File: config.mk
export PLATFORM = sky130hd
export DESIGN_NAME = demux_destino
export DESIGN_NICKNAME = d
export VERILOG_FILES = /design/src/rtl/demux_destino_pkg.sv /design/src/rtl/demux_destino_fifo.sv /design/src/rtl/demux_destino.sv
export SDC_FILE = /design/constraint.sdc
export NUM_CORES = 1
export LEC_CHECK = 0
export CAP_MARGIN = 25
export CORE_MARGIN = 2
export CORE_UTILIZATION = 35
export CTS_CLUSTER_SIZE = 28
export DETAILED_ROUTE_END_ITERATION = 7
export PLACE_DENSITY = 0.51
export SLEW_MARGIN = 0
export SYNTH_ARGS = -nofsm -noshare
export SYNTH_HDL_FRONTEND = slang
export SYNTH_SLANG_ARGS = --single-unit
File: constraint.sdc
create_clock -name clk -period 3.5 [get_ports clk]
set_input_delay 0.7 -clock clk [delete_from_list [all_inputs] [get_ports clk]]
set_output_delay 0.7 -clock clk [all_outputs]
set_load 0.02 [all_outputs]
File: src/rtl/demux_destino_pkg.sv
// Shared transmit-layer constants for the destination demux.
// Holds the default word width, per-destination FIFO depth, almost-full
// threshold and the index of the destination bit inside a word.
package demux_destino_pkg;

  localparam int DATA_W_DEF    = 6;
  localparam int DEPTH_DEF     = 4;
  localparam int AF_THRESH_DEF = 3;
  localparam int DEST_BIT      = 4;

endpackage

File: src/rtl/demux_destino_fifo.sv
// fifo_destino: single synchronous FIFO with registered read port,
// occupancy flags and sticky overflow/underflow errors.
// Ports:
//   clk, reset         - clock, synchronous active-high reset
//   push_i, data_i     - write request and word
//   pop_i              - read request
//   data_o, valid_o    - registered read word and its valid strobe
//   empty_o, full_o, almost_full_o - flags decoded from the registered count
//   overflow_o, underflow_o        - sticky error flags
module fifo_destino
  import demux_destino_pkg::*;
#(
  parameter int DATA_W    = DATA_W_DEF,
  parameter int DEPTH     = DEPTH_DEF,
  parameter int AF_THRESH = AF_THRESH_DEF
) (
  input  logic              clk,
  input  logic              reset,
  input  logic              push_i,
  input  logic              pop_i,
  input  logic [DATA_W-1:0] data_i,
  output logic [DATA_W-1:0] data_o,
  output logic              valid_o,
  output logic              empty_o,
  output logic              full_o,
  output logic              almost_full_o,
  output logic              overflow_o,
  output logic              underflow_o
);

  localparam int PTR_W = $clog2(DEPTH);
  localparam int CNT_W = PTR_W + 1;

  logic [DATA_W-1:0] mem_q [DEPTH];
  logic [PTR_W-1:0]  wr_ptr_q, wr_ptr_d;
  logic [PTR_W-1:0]  rd_ptr_q, rd_ptr_d;
  logic [CNT_W-1:0]  count_q, count_d;
  logic [DATA_W-1:0] out_q, out_d;
  logic              valid_q, valid_d;
  logic              ovf_q, ovf_d;
  logic              udf_q, udf_d;
  logic              pop_ok, push_ok;

  assign empty_o       = (count_q == '0);
  assign full_o        = (count_q == CNT_W'(DEPTH));
  assign almost_full_o = (count_q >= CNT_W'(AF_THRESH));

  // A pop only succeeds on stored data (no bypass of a same-cycle push);
  // a push into a full FIFO is accepted only when a pop frees a slot.
  assign pop_ok  = pop_i && !empty_o;
  assign push_ok = push_i && (!full_o || pop_ok);

  always_comb begin
    wr_ptr_d = wr_ptr_q;
    rd_ptr_d = rd_ptr_q;
    count_d  = count_q + CNT_W'(push_ok) - CNT_W'(pop_ok);
    out_d    = out_q;
    valid_d  = 1'b0;
    ovf_d    = ovf_q || (push_i && !push_ok);
    udf_d    = udf_q || (pop_i && !pop_ok);
    if (push_ok) begin
      wr_ptr_d = wr_ptr_q + PTR_W'(1);
    end
    if (pop_ok) begin
      rd_ptr_d = rd_ptr_q + PTR_W'(1);
      out_d    = mem_q[rd_ptr_q];
      valid_d  = 1'b1;
    end
  end

  always_ff @(posedge clk) begin
    if (reset) begin
      wr_ptr_q <= '0;
      rd_ptr_q <= '0;
      count_q  <= '0;
      out_q    <= '0;
      valid_q  <= 1'b0;
      ovf_q    <= 1'b0;
      udf_q    <= 1'b0;
    end else begin
      wr_ptr_q <= wr_ptr_d;
      rd_ptr_q <= rd_ptr_d;
      count_q  <= count_d;
      out_q    <= out_d;
      valid_q  <= valid_d;
      ovf_q    <= ovf_d;
      udf_q    <= udf_d;
    end
  end

  // Storage is left uninitialised; the reset pointers make old words unreachable.
  always_ff @(posedge clk) begin
    if (!reset && push_ok) begin
      mem_q[wr_ptr_q] <= data_i;
    end
  end

  assign data_o      = out_q;
  assign valid_o     = valid_q;
  assign overflow_o  = ovf_q;
  assign underflow_o = udf_q;

endmodule

File: src/rtl/demux_destino.sv
// demux_destino: routes each valid word to one of two destination FIFOs
// (D0 / D1) selected by destiny, and merges their sticky error flags.
// Ports:
//   clk, reset                 - clock, synchronous active-high reset
//   data_in, valid_in, destiny - incoming word, its valid, target select
//   pop_D0, pop_D1             - consumer read requests
//   Dx_out, Dx_valid           - registered read word and valid per FIFO
//   Dx_empty, Dx_full, Dx_almost_full - occupancy flags per FIFO
//   overflow_err, underflow_err       - sticky errors, OR of both FIFOs
module demux_destino
  import demux_destino_pkg::*;
#(
  parameter int DATA_W    = DATA_W_DEF,
  parameter int DEPTH     = DEPTH_DEF,
  parameter int AF_THRESH = AF_THRESH_DEF
) (
  input  logic              clk,
  input  logic              reset,
  input  logic [DATA_W-1:0] data_in,
  input  logic              valid_in,
  input  logic              destiny,
  input  logic              pop_D0,
  input  logic              pop_D1,
  output logic [DATA_W-1:0] D0_out,
  output logic [DATA_W-1:0] D1_out,
  output logic              D0_valid,
  output logic              D1_valid,
  output logic              D0_empty,
  output logic              D1_empty,
  output logic              D0_full,
  output logic              D1_full,
  output logic              D0_almost_full,
  output logic              D1_almost_full,
  output logic              overflow_err,
  output logic              underflow_err
);

  logic push_d0, push_d1;
  logic ovf_d0, ovf_d1, udf_d0, udf_d1;

  assign push_d0 = valid_in && !destiny;
  assign push_d1 = valid_in && destiny;

  fifo_destino #(
    .DATA_W   (DATA_W),
    .DEPTH    (DEPTH),
    .AF_THRESH(AF_THRESH)
  ) u_fifo_d0 (
    .clk          (clk),
    .reset        (reset),
    .push_i       (push_d0),
    .pop_i        (pop_D0),
    .data_i       (data_in),
    .data_o       (D0_out),
    .valid_o      (D0_valid),
    .empty_o      (D0_empty),
    .full_o       (D0_full),
    .almost_full_o(D0_almost_full),
    .overflow_o   (ovf_d0),
    .underflow_o  (udf_d0)
  );

  fifo_destino #(
    .DATA_W   (DATA_W),
    .DEPTH    (DEPTH),
    .AF_THRESH(AF_THRESH)
  ) u_fifo_d1 (
    .clk          (clk),
    .reset        (reset),
    .push_i       (push_d1),
    .pop_i        (pop_D1),
    .data_i       (data_in),
    .data_o       (D1_out),
    .valid_o      (D1_valid),
    .empty_o      (D1_empty),
    .full_o       (D1_full),
    .almost_full_o(D1_almost_full),
    .overflow_o   (ovf_d1),
    .underflow_o  (udf_d1)
  );

  assign overflow_err  = ovf_d0 || ovf_d1;
  assign underflow_err = udf_d0 || udf_d1;

endmodule

==> impl_results.md, run 1 <==
* Clk Latency, worst-skew pair at 0.35 ns
* CP delay by family, top: buffers and inverters
* # IOs at 34
* CP cell instances: ha_1 > o21ai_0 > nand2_1 > clkdlybuf4s50_1
* CTS tree: done
* Wire length per cell at 14.6 um
* Rows at 35
* Nets at 302
* Routed Wire Length at 5.70 mm
* Syn Nets at 265
* Syn_area_per_cell at 13.8 um^2
* Die H at 101 um
* Reg2Reg Setup Slack at 1.19 ns
* Antenna Diode Count at 0
* Die X-Extent at 101 um
* Setup Skew at 0.0140 ns
* Largest net degree at the start of global routing at 31
* Synth area leader: edfxtp_1
* Status: finished clean
* Root Buffer Master: clkbuf_8
* DIE AREA at 0.0101 mm^2
* Register area share after synthesis at 0.636
* Core area at 0.00915 mm^2
* Area growth from synthesis to layout at 20.1%
* CP endpoint kind: output port
* Worst Path Max Fanout at 7
* Proportion of layout cells with a drive suffix above 1 at 0.136
* Critical path buffer and inverter count at 1
* Hold buffer count at CTS at 0
* Setup TNS at 0 ns
* Max Fclk at 0.394 GHz
* Global Route Usage Sum at 0.124
* Post-synth top area share at 0.440
* Grt total ovfl at 0
* Largest stage delay on the critical path at 0.59 ns
* R2R Path End: u_fifo_d1.count_q[2]$_SDFF_PP0_
* Hpwl dp at 4.05 mm
* Layout Utilization at 0.430
* Final setup viols at 0
* Global-route wire length before repair at 9.32 mm
* Pins Over Slew Limit at 0
* Maximum vdd drop at 0.243 mV
* Hold path depth at 2
* Final Wtd Congestion at 0.723
* 1st-iter DRT viols at 37
* Initial antenna violation count at 0
* Crit Path Category: reg -> out
* Primary FF master, synth: edfxtp_1
* Worst min path class: reg -> reg
* Critical path data required time at 2.80 ns
* Most frequent cells after synthesis: 48 x edfxtp_1, 32 x dfxtp_1, 27 x nand2_1, 16 x a21oi_1, 16 x nor2_1
* Most common cell in the netlist: edfxtp_1
* Max-cap check violation count at 0
* Synth Warn # at 0
* Tmin final at 2.54 ns
* 1st-pass router iterations at 6
* Initial cell density of the core at 0.358
* Static leakage at 1.37 nW
* Pwr dens at 712 mW/mm^2
* Register clock-pin slew on the reported worst setup and hold paths at 0.07 ns
* Reg2Reg Depth at 9
* Crit Reg-Reg Startpoint: u_fifo_d1.count_q[1]$_SDFF_PP0_
* Unique masters post-synth at 28
* DRC Markers at 0
* WHS Endpoint: u_fifo_d1.data_o[3]$_SDFFE_PP0P_
* Fin crit share at 0.725
* Worst slew margin at 0.642
* Number of I/O port buffers at 33
* Placed insts at 374
* Post-Synthesis Cells at 237
* EDFF count, synth at 48
* Post-synth ARST share at 0
* Remaining antenna violation count after routing at 0
* Via count at 1819
* H-tree depth at 3
* Hold_sp: u_fifo_d1.data_o[3]$_SDFFE_PP0P_
* Fin. Hold Viols at 0
* CP Launch Type: flop
* Finished Layout Cells at 390
* CTS sink cnt at 80
* Postcts setup bufs at 0
* Cts repair resizes at 0
* DR vias/cell at 4.66
* RSZ-0062 raised after global routing: no
* Vias in the first global route at 1803
* Slowest cell on the critical path: clkdlybuf4s50_1
* CTS Buf Count at 9
* Leading cell types by total area after synthesis: edfxtp_1 44%, dfxtp_1 20%, mux4_2 8.3%, ha_1 5.3%, nand2_1 3.1%
* FF+latch count, synth at 80
* Critical Path AT at 1.84 ns
* Actual slew at the worst max-slew pin at 0.536 ns
* Cell Area, Synth at 0.00327 mm^2
* Clk buf depth at 2
## logic make-up after synthesis
logic type | synth area share
muxes | 0.0978
buffers and inverters | 0.0294
and+or+nand+nor | 0.113
AOI/OAI and AO/OA | 0.0474
xor gates and xnor gates | 0.0107
DFF | 0.636
adders and majority gates | 0.0657
## layout by cell type (no fill, tap or decap), drive strengths merged
cell type,count
xnor2,2
a31oi,2
or3,2
a21oi,16
clkdlybuf4s50,33
clkbuf,11
or2,2
fa,2
o31ai,2
and2,8
mux2i,2
edfxtp,48
xor2,2
nand2b,5
mux4,12
mux2,2
nor4b,2
bufinv,2
dfxtp,32
nand2,27
nor2,18
o21ai,4
ha,14
buf,1
nor2b,2
clkinv,3
nor3,6
inv,17
## through the flow
| stage | cell area (um^2) | hold slack [ns] | power, mW | setup WS, ns |
|---|---|---|---|---|
| after floorplan | 3270 | 0.429 | 1.81 | 1.38 |
| after global placement | 3720 | 0.446 | 2.10 | 0.731 |
| after detailed placement | 3720 | 0.451 | 2.12 | 0.696 |
| after CTS | 3930 | 0.463 | 2.84 | 0.923 |
| after global routing | 3930 | 0.486 | 2.99 | 0.818 |
| final | 3930 | 0.460 | 2.80 | 0.962 |
## worst register-to-register path: stages, from the launching register on
cell and delay, ns:
dfxtp_1 0.42, o31ai_4 0.49, inv_2 0.16, ha_1 0.32, inv_1 0.06, ha_1 0.12
inv_1 0.05, fa_1 0.37, xor2_1 0.15, nor2_1 0.05
## layout make-up
class | count | area (um^2)
flip-flops and latches | 80 | 2080
multi-input cells | 132 | 1100
clock inverters | 5 | 81.3
inverters | 17 | 63.8
fillers | 837 | 5220
well taps | 111 | 139
clock buffers | 11 | 131
repair buffers | 34 | 338
## per-layer routing
layer	GRT usage	routed length [um]	vias to the layer above	share of wire
li1	-	-	906	-
met1	0.167	2800	874	0.49
met2	0.188	2610	32	0.46
met3	0.0374	203	7	0.036
met4	0.0474	85	0	0.015
met5	0	0	-	0
## how the worst max path moves through the flow
stage | slack (ns) | endpoint | depth (start not counted) | from
after floorplan | 1.38 | u_fifo_d1.count_q[2]$_SDFF_PP0_ | 9 | u_fifo_d1.count_q[1]$_SDFF_PP0_
after global placement | 0.73 | u_fifo_d1.count_q[2]$_SDFF_PP0_ | 10 | pop_D1
after detailed placement | 0.70 | u_fifo_d1.count_q[2]$_SDFF_PP0_ | 10 | pop_D1
after CTS | 0.92 | D1_almost_full | 4 | u_fifo_d1.count_q[1]$_SDFF_PP0_
after global routing | 0.82 | D1_almost_full | 4 | u_fifo_d1.count_q[1]$_SDFF_PP0_
final | 0.96 | D1_almost_full | 4 | u_fifo_d1.count_q[1]$_SDFF_PP0_
## power breakdown
group          switching [mW]  internal (mW)  leakage, nW
registers               0.159           1.11        0.696
clock network           0.320          0.403        0.105
logic                   0.395          0.419        0.572
## flip-flops by register name, summed over array words and instances (netlist names), 2 cells and up
name and flops:
u_fifo_d0.mem_q 24, u_fifo_d1.wr_ptr_q 2, u_fifo_d0.count_q 3, u_fifo_d0.data_o 6
u_fifo_d0.rd_ptr_q 2, u_fifo_d0.wr_ptr_q 2, u_fifo_d1.data_o 6, u_fifo_d1.mem_q 24
u_fifo_d1.rd_ptr_q 2, u_fifo_d1.count_q 3
(Power assumes the default switching activity.)
==> run 2, diff against run 1 <==
PLACE_DENSITY = 0.53   (was 0.51)
clock period = 2.2 ns   (was 3.5 ns; I/O delays follow)
==> run 2 against run 1 <==
Hold slack worse by 0.0014 ns. Core utilization is 2.4 points higher. Combinational power rose by 70%. First-iteration DRC count rose by 92%. Sequential power grew 59%. Clock power rose by 51%. Cell area grew 5.6%. Critical endpoint is now D0_empty. Highest routed layer unchanged.
==> impl_results.md, run 2 (synthesis results as in run 1) <==
* Pwr dens at 1080 mW/mm^2 (+52%)
* Antenna Diode Count at 0 (unchanged)
* Global-route wire length before repair at 9.83 mm (+5.4%)
* Fin crit share at 0.941
* Final Wtd Congestion at 0.712 (-1.5%)
* Max Fclk at 0.483 GHz
* CTS tree: done
* 1st-iter DRT viols at 71 (+92%)
* CP cell instances: nor3_1 > clkdlybuf4s50_1
* Static leakage at 1.54 nW (+12%)
* CP endpoint kind: output port
* Reg2Reg Setup Slack at 0.26 ns (-0.93 ns)
* WL met3 at 144 um (-29%)
* Postcts setup bufs at 0 (unchanged)
* Core area at 0.00915 mm^2 (unchanged)
* Setup WS post-layout at 0.129 ns (-0.833 ns)
* CP delay by family, top: buffers and inverters
* Met1 WL at 2.80 mm (+0.14%)
* Pre-CTS setup slack at -0.157 ns (-0.853 ns)
* Highest metal used: met4
* Worst slew margin at 0.663 (+0.0205)
* RSZ-0062 raised after global routing: no
* Initial antenna violation count at 0 (unchanged)
* Actual slew at the worst max-slew pin at 0.505 ns (-0.0308 ns)
* CP Launch Type: flop
* Slowest cell on the critical path: clkdlybuf4s50_1
* Routed Wire Length at 6.06 mm (+6.3%)
* Proportion of layout cells with a drive suffix above 1 at 0.227 (+0.0903)
* Pins Over Slew Limit at 0 (unchanged)
* Via count at 1921 (+5.6%)
* Root Buffer Master: clkbuf_8
* Tmin final at 2.07 ns
* Top Registers: u_fifo_d0.mem_q x24, u_fifo_d1.mem_q x24
* Number of I/O port buffers at 33 (unchanged)
* CTS sink cnt at 80 (unchanged)
* H-tree depth at 3 (unchanged)
* DR vias/cell at 4.57 (-1.9%)
* Largest stage delay on the critical path at 0.64 ns (+0.05 ns)
* Worst min path class: reg -> reg
* Pwr Total at 4.48 mW (+60%)
* Clk buf depth at 2 (unchanged)
* Hpwl dp at 4.50 mm (+11%)
* Initial cell density of the core at 0.358 (unchanged)
* Setup Skew at 0.00965 ns (-0.00438 ns)
* # IOs at 34 (unchanged)
* Largest net degree at the start of global routing at 29 (-6.5%)
* Remaining antenna violation count after routing at 0 (unchanged)
* Rows at 35 (unchanged)
* Vias in the first global route at 1943 (+7.8%)
* Die X-Extent at 101 um (unchanged)
* DIE AREA at 0.0101 mm^2 (unchanged)
* Nets at 332 (+9.9%)
* Critical Path AT at 1.63 ns (-0.21 ns)
* Critical path buffer and inverter count at 1 (unchanged)
* Crit Path Category: reg -> out
* CTS Buf Count at 9 (unchanged)
* Most frequent cells in the layout: 48 x edfxtp_1, 31 x clkdlybuf4s50_1, 31 x buf_4
* Maximum vdd drop at 0.437 mV (+80%)
* Global Route Usage Sum at 0.131 (+0.00733)
* Worst Path Max Fanout at 6 (-1)
* Clk Latency, worst-skew pair at 0.34 ns (about the same)
* 1st-pass router iterations at 4 (-2)
* Fin. Hold Viols at 0 (unchanged)
* Status: finished clean
* Final setup viols at 0 (unchanged)
* Register clock-pin slew on the reported worst setup and hold paths at 0.07 ns (about the same)
* Area growth from synthesis to layout at 26.8%
* DRC Markers at 0 (unchanged)
* Most common cell after layout, fill and taps aside: edfxtp_1
* Wire length per cell at 14.4 um (-1.3%)
* Grt total ovfl at 0 (unchanged)
* Die H at 101 um (unchanged)
* Max-cap check violation count at 0 (unchanged)
* Critical path data required time at 1.76 ns (-1.04 ns)
* Routed met2 length at 3.02 mm (+16%)
-- run 2: cell count changes in the layout (fill, tap and decap cells not counted), sizes merged --
| cell | change |
|---|---|
| buf | +30 |
| clkdlybuf4s50 | -2 |
| dlymetal6s2s | +1 |
| bufinv | -1 |
| dlygate4sd2 | +1 |
| clkbuf | +2 |
| clkinvlp | +1 |
| clkinv | -2 |
-- run 2: power by group --
group | leakage, nW | total, mW | internal (mW) | switching, mW
Clock | 0.0988 | 1.09 | 0.594 | 0.501
Sequential | 0.697 | 2.00 | 1.77 | 0.239
Combinational | 0.745 | 1.38 | 0.733 | 0.650
Total | 1.54 | 4.48 | 3.09 | 1.39
-- run 2: final timing paths --
path                                      end                        startpoint  cells past startpoint
max                                  D0_empty   u_fifo_d0.count_q[0]$_SDFF_PP0_                      2
min          u_fifo_d1.data_o[3]$_SDFFE_PP0P_  u_fifo_d1.data_o[3]$_SDFFE_PP0P_                      2
max reg2reg   u_fifo_d0.count_q[2]$_SDFF_PP0_   u_fifo_d0.count_q[0]$_SDFF_PP0_                      9
min reg2reg  u_fifo_d1.data_o[3]$_SDFFE_PP0P_  u_fifo_d1.data_o[3]$_SDFFE_PP0P_                      2
-- run 2: through the flow --
stage	instances	util	instance area, um^2	TNS (ns)	hold WS (ns)
global route	420	0.454	4150	0	0.483
floorplan	237	-	3270	0	0.429
detailed placement	404	0.431	3940	-6.11	0.449
CTS	420	0.453	4150	0	0.458
finish	420	0.454	4150	0	0.458
global placement	404	0.431	3940	-6.01	0.443
-- run 2: routing by layer --
metal  global-route usage  up-vias
met5                    0        -
met4               0.0632        0
met3               0.0270        7
met2                0.208       28
met1                0.172      920
li1                     -      966
-- run 2: worst register-to-register path: stages, from the launching register on --
cell and delay [ns]:
dfxtp_1 0.40, o31ai_4 0.30, inv_2 0.06, ha_1 0.29, inv_1 0.05, ha_1 0.12, inv_1 0.05, fa_1 0.37
xor2_1 0.14, nor2_1 0.05
-- run 2: final cells by class --
class / instances / area, um^2
flip-flops and latches: 80 / 2090
fillers: 817 / 5000
clock inverters: 3 / 42.5
clock buffers: 13 / 160
multi-input cells: 132 / 1100
repair buffers: 64 / 564
inverters: 17 / 63.8
well taps: 111 / 139
-- run 2: repair_timing --
item / 4_1_cts / 5_1_grt
gates resized for setup: 3 / 2
hold buffers: 0 / 0
setup endpoints to repair: 2 / 1
==> run 3, diff against run 2 <==
CAP_MARGIN = 20   (was 25)
HOLD_SLACK_MARGIN = 0.08   (was default)
==> results of run 3 <==
Same layout as run 2: the final DEF is identical, and so are final timing and power.
